<file path="config.mk">
export PLATFORM = sky130hd
export DESIGN_NAME = mem_arbiter
export DESIGN_NICKNAME = d
export VERILOG_FILES = /design/src/rtl/mem_arbiter_pkg.sv /design/src/rtl/mem_arbiter_rr_arbiter.sv /design/src/rtl/mem_arbiter.sv
export SDC_FILE = /design/constraint.sdc
export NUM_CORES = 1
export LEC_CHECK = 0
export ABC_AREA = 1
export CAP_MARGIN = 30
export CORE_AREA = 2 2 535 537
export DETAILED_ROUTE_END_ITERATION = 6
export DIE_AREA = 0 0 537 539
export DONT_BUFFER_PORTS = 1
export SLEW_MARGIN = 20
export SYNTH_ARGS = -nofsm -noshare
export SYNTH_HDL_FRONTEND = slang
export SYNTH_SLANG_ARGS = --single-unit
</file>
<file path="constraint.sdc">
create_clock -name clk -period 8.7 [get_ports clk]
set_input_delay 1.74 -clock clk [delete_from_list [all_inputs] [get_ports clk]]
set_output_delay 1.74 -clock clk [all_outputs]
set_load 0.1 [all_outputs]
</file>
<file path="src/rtl/mem_arbiter_pkg.sv">
// Shared types for the memory arbiter: request record, tag/index types and
// the per-requester response state.
package mem_arbiter_pkg;

  localparam int MAX_PA_WIDTH   = 64;
  localparam int MAX_LINE_WIDTH = 1024;
  localparam int MAX_ID_WIDTH   = 8;

  typedef logic [MAX_ID_WIDTH-1:0] mem_id_t;
  typedef logic [MAX_ID_WIDTH-1:0] req_idx_t;

  typedef enum logic {
    REQ_IDLE,
    REQ_WAIT_RESP
  } req_state_e;

  // Sized for the widest configuration; instances zero-extend into it.
  typedef struct packed {
    logic                      write;
    logic [MAX_PA_WIDTH-1:0]   addr;
    logic [MAX_LINE_WIDTH-1:0] data;
  } mem_req_t;

  function automatic req_idx_t rr_next(input req_idx_t idx, input int n);
    return (int'(idx) == n - 1) ? '0 : req_idx_t'(idx + 1'b1);
  endfunction

endpackage

</file>
<file path="src/rtl/mem_arbiter_rr_arbiter.sv">
// Round-robin picker: first asserted request at or after ptr, wrapping,
// returned as a one-hot grant.
module rr_arbiter #(
  parameter int N         = 2,
  parameter int PTR_WIDTH = 1
) (
  input  logic [N-1:0]         req,
  input  logic [PTR_WIDTH-1:0] ptr,
  output logic [N-1:0]         grant
);

  logic found;

  function automatic int wrap(input int v);
    return (v >= N) ? v - N : v;
  endfunction

  always_comb begin
    grant = '0;
    found = 1'b0;
    for (int off = 0; off < N; off++) begin
      if (!found && req[wrap(int'(ptr) + off)]) begin
        grant[wrap(int'(ptr) + off)] = 1'b1;
        found = 1'b1;
      end
    end
  end

endmodule

</file>
<file path="src/rtl/mem_arbiter.sv">
// N-way memory arbiter: round-robin request grant, registered memory request
// port, tagged read responses routed back combinationally, sticky error flag.
module mem_arbiter
  import mem_arbiter_pkg::*;
#(
  parameter int PA_WIDTH   = 32,
  parameter int LINE_WIDTH = 256,
  parameter int ID_WIDTH   = 2,
  parameter int N_REQ      = 2
) (
  input  logic                             clk,
  input  logic                             rst,
  input  logic [N_REQ-1:0]                 i_req_valid,
  input  logic [N_REQ-1:0]                 i_req_write,
  input  logic [N_REQ-1:0][PA_WIDTH-1:0]   i_req_addr,
  input  logic [N_REQ-1:0][LINE_WIDTH-1:0] i_req_data,
  output logic [N_REQ-1:0]                 o_req_ready,
  output logic                             o_mem_enable,
  output logic                             o_mem_write,
  output logic [PA_WIDTH-1:0]              o_mem_addr,
  output logic [LINE_WIDTH-1:0]            o_mem_data,
  output logic [ID_WIDTH-1:0]              o_mem_id,
  input  logic                             i_mem_enable,
  input  logic [LINE_WIDTH-1:0]            i_mem_data,
  input  logic [ID_WIDTH-1:0]              i_mem_id,
  output logic [N_REQ-1:0]                 o_resp_valid,
  output logic [LINE_WIDTH-1:0]            o_resp_data,
  output logic                             o_err
);

  logic [N_REQ-1:0]      busy;
  logic [N_REQ-1:0]      eligible;
  logic [N_REQ-1:0]      grant;
  logic [N_REQ-1:0]      resp_hit;
  logic                  grant_any;
  req_idx_t              grant_idx;
  mem_req_t              sel_req;

  logic [ID_WIDTH-1:0]   rr_ptr_reg;
  logic                  mem_enable_reg;
  logic                  mem_write_reg;
  logic [PA_WIDTH-1:0]   mem_addr_reg;
  logic [LINE_WIDTH-1:0] mem_data_reg;
  logic [ID_WIDTH-1:0]   mem_id_reg;
  logic                  err_reg;

  // Nothing is granted or answered while reset is held.
  assign eligible = i_req_valid & ~busy & {N_REQ{~rst}};

  rr_arbiter #(
    .N         (N_REQ),
    .PTR_WIDTH (ID_WIDTH)
  ) u_rr_arbiter (
    .req   (eligible),
    .ptr   (rr_ptr_reg),
    .grant (grant)
  );

  assign grant_any   = |grant;
  assign o_req_ready = grant;

  always_comb begin
    grant_idx = '0;
    sel_req   = '0;
    for (int i = 0; i < N_REQ; i++) begin
      if (grant[i]) begin
        grant_idx     = req_idx_t'(i);
        sel_req.write = i_req_write[i];
        sel_req.addr  = MAX_PA_WIDTH'(i_req_addr[i]);
        sel_req.data  = MAX_LINE_WIDTH'(i_req_data[i]);
      end
    end
  end

  // Per-requester response tracking: only reads wait for a tagged response.
  for (genvar gi = 0; gi < N_REQ; gi++) begin : g_req
    req_state_e state_reg;
    req_state_e state_next;

    assign busy[gi]     = (state_reg == REQ_WAIT_RESP);
    assign resp_hit[gi] = i_mem_enable & ~rst & busy[gi] &
                          (i_mem_id == ID_WIDTH'(gi));

    always_comb begin
      state_next = state_reg;
      case (state_reg)
        REQ_IDLE:      if (grant[gi] && !i_req_write[gi]) state_next = REQ_WAIT_RESP;
        REQ_WAIT_RESP: if (resp_hit[gi]) state_next = REQ_IDLE;
        default:       state_next = REQ_IDLE;
      endcase
    end

    always_ff @(posedge clk or posedge rst) begin
      if (rst) state_reg <= REQ_IDLE;
      else     state_reg <= state_next;
    end
  end

  always_ff @(posedge clk or posedge rst) begin
    if (rst) begin
      rr_ptr_reg     <= '0;
      mem_enable_reg <= 1'b0;
      mem_write_reg  <= 1'b0;
      mem_addr_reg   <= '0;
      mem_data_reg   <= '0;
      mem_id_reg     <= '0;
      err_reg        <= 1'b0;
    end else begin
      mem_enable_reg <= grant_any;
      if (grant_any) begin
        rr_ptr_reg    <= ID_WIDTH'(rr_next(grant_idx, N_REQ));
        mem_write_reg <= sel_req.write;
        mem_addr_reg  <= PA_WIDTH'(sel_req.addr);
        mem_data_reg  <= LINE_WIDTH'(sel_req.data);
        mem_id_reg    <= ID_WIDTH'(grant_idx);
      end
      // Unknown tag or a requester not waiting: drop it and flag.
      if (i_mem_enable && !(|resp_hit)) err_reg <= 1'b1;
    end
  end

  assign o_mem_enable = mem_enable_reg;
  assign o_mem_write  = mem_write_reg;
  assign o_mem_addr   = mem_addr_reg;
  assign o_mem_data   = mem_data_reg;
  assign o_mem_id     = mem_id_reg;
  assign o_resp_valid = resp_hit;
  assign o_resp_data  = i_mem_data;
  assign o_err        = err_reg;

endmodule
</file>
==> results.json <==
{
  "cp_top_family": "buffers and inverters",
  "grt_pass1_wl_um": 230300,
  "io_buffer_count": 0,
  "cp_slowest_cell": "inv_1",
  "vias_per_cell": 2.899,
  "area_growth_pct": 28.76,
  "fp.dieH_um": 539,
  "final_cell_mix": "nand3_1, dfrtp_1, buf_4",
  "insertion_delay_ns": 0.67,
  "critPathRequiredTime_ns": 6.96,
  "layout_commonest_cell": "nand3_1",
  "vias": 15870,
  "ys_seq_elements": 295,
  "syn_inst": 1938,
  "worst_setup_path_start_kind": "input pin",
  "dieArea_um2": 289400,
  "grt_max_degree": 144,
  "finalCriticalPeriod_ns": 6.093,
  "grt.total_usage_pct": 13.14,
  "h-tree-depth": 2,
  "pwr_density_cell_nw_per_um2": 555.9,
  "routedWlPerCell_um": 36.52,
  "hold_class": "flop to flop",
  "clk_pin_slew_ns": 0.06,
  "start_util_pct": 5.729,
  "tightestPinTransition_ns": 1.070,
  "drtIter0Drc": 1328,
  "rrSetupSlack_ns": 5.23,
  "post-route-util_pct": 7.376,
  "clock-root-buffer": "clkbuf_16",
  "firstDrtPassIters": 6,
  "ys_types": 16,
  "vdd_drop_max_mv": 0.3415,
  "remaining_drc_errors": 0,
  "p_leak_nw": 7.537,
  "place.gp.congestion": 0.9080,
  "postRouteWirelength_um": 199800,
  "fillers": 33420,
  "floorplan.rows": 196,
  "multi_input_area_um2": 5944,
  "postCtsSetupBuffers": 0,
  "syn_area_um2": 16270,
  "arrival_ns": 4.35,
  "ctsHoldBuffers": 0,
  "drive_gt1_share_pct": 11.16,
  "outcome": "completed",
  "crit_fanout": 68,
  "hold_violations": 0,
  "crit_chain": "inv_8, nand3_4, inv_8, nand2_1, inv_1",
  "cts_buffers": 38,
  "tritoncts": "yes",
  "nets": 2489,
  "grt-ovfl-total": 0,
  "fmaxAchievable_mhz": 164.1,
  "max_slew_margin_pct": 28.64,
  "report.final.slew_viol_count": 0,
  "clockBufferDepth": 3,
  "pin_count": 1394,
  "fin_skew_ns": 0.04252,
  "cts-resized-gates": 0,
  "critPathKind": "input pin to primary output",
  "yosys_warnings": 0,
  "finalCritPeriodShare_pct": 70.03,
  "drv_cap": 0,
  "ys_seq_area_share_pct": 45.38,
  "cp_common_cell": "inv_8",
  "detailed_place_hpwl_um": 179500,
  "syn_area_per_cell_um2": 8.394,
  "fp.coreArea_um2": 284000,
  "slowest_delay_ns": 0.72,
  "power_w": 0.01164,
  "largest_reg_flops": 256,
  "die_w_um": 537,
  "hold_ws_ns": 0.4933,
  "grt_pass1_vias": 14610,
  "setup_viol": 0,
  "path_buf_inv": 3,
  "antenna_found_initial": 175,
  "cts.sinks": 295,
  "end_kind": "primary output",
  "syn_nets": 2779,
  "setup_tns_ns": 0,
  "rsz0062_at_grt": "no",
  "ant_nets": 0,
  "regArea_um2": 7391
}
power by group:
part           leakage (nW)  internal [W]  switching, W
Clock                 0.670       0.00107      0.000744
Sequential             3.65       0.00193       0.00407
Combinational          3.21      0.000953       0.00287
Total                  7.54       0.00396       0.00769
metrics by stage:
step | cells | setup slack [ns] | area, µm²
after floorplan | 1938 | 0.4035 | 16270
after global placement | 5337 | 2.531 | 18850
after detailed placement | 5366 | 2.552 | 19440
after CTS | 5433 | 2.562 | 20800
after global routing | 5456 | 2.341 | 20910
final | 5472 | 2.607 | 20950
synthesized netlist by cell type:
| cell | n | area share [%] |
|---|---|---|
| conb_1 | 1 | 0.023 |
| inv_2 | 3 | 0.069 |
| clkbuf_1 | 22 | 0.51 |
| nor2_1 | 4 | 0.092 |
| dfrtp_1 | 295 | 45 |
| buf_6 | 11 | 0.76 |
| nor3_1 | 1 | 0.031 |
| inv_1 | 10 | 0.23 |
| nand3b_1 | 1 | 0.046 |
| buf_1 | 5 | 0.12 |
| nand3_2 | 1 | 0.062 |
| o21ai_1 | 2 | 0.062 |
| nand2_1 | 10 | 0.23 |
| nand3_1 | 1161 | 36 |
| buf_2 | 149 | 4.6 |
| buf_4 | 262 | 12 |
tightest hold or removal path, cell delays in order, from the launching register on:
cell and delay, ns:
dfrtp_1 0.35, inv_1 0.05, nand2_1 0.05
per-layer routing:
metal  vias up  GRT usage, %  wire, µm
li1       6049             -         -
met1      7612         12.28     63140
met4        18         5.217      8916
met5         -        0.2665       167
met3       363         13.85     48150
met2      1824         18.58     79460
path summary, 6_finish.rpt:
path / start / to / depth (start not counted)
min reg2reg: o_err$_DFFE_PP0P_ / o_err$_DFFE_PP0P_ / 2
max reg2reg: g_req[0].state_reg$_DFF_PP0_ / o_mem_addr[28]$_DFFE_PP0P_ / 7
min: o_err$_DFFE_PP0P_ / o_err$_DFFE_PP0P_ / 2
min in group asynchronous: rst / o_mem_data[210]$_DFFE_PP0P_ / 1
max in group asynchronous: rst / o_mem_data[240]$_DFFE_PP0P_ / 3
max: rst / o_req_ready[1] / 5
area by class of cell:
cell class	instances	area share [%]
Tap cell	3762	22.47
Clock buffer	52	5.322
Inverter	13	0.3046
Antenna cell	35	0.4181
Multi-Input combinational cell	1181	28.38
Timing Repair Buffer	119	6.654
Clock inverter	15	1.171
Sequential cell	295	35.28
cells by family (layout without fill, tap and decap cells):
logic type	after synthesis	in the layout	synth area share, %
DFF	295	295	45.38
and+or+nand+nor	1178	1178	36.18
other	1	36	0.02305
buffers and inverters	462	199	18.36
AOI/OAI and AO/OA	2	2	0.06153
Power figures use the tool's default switching activity.
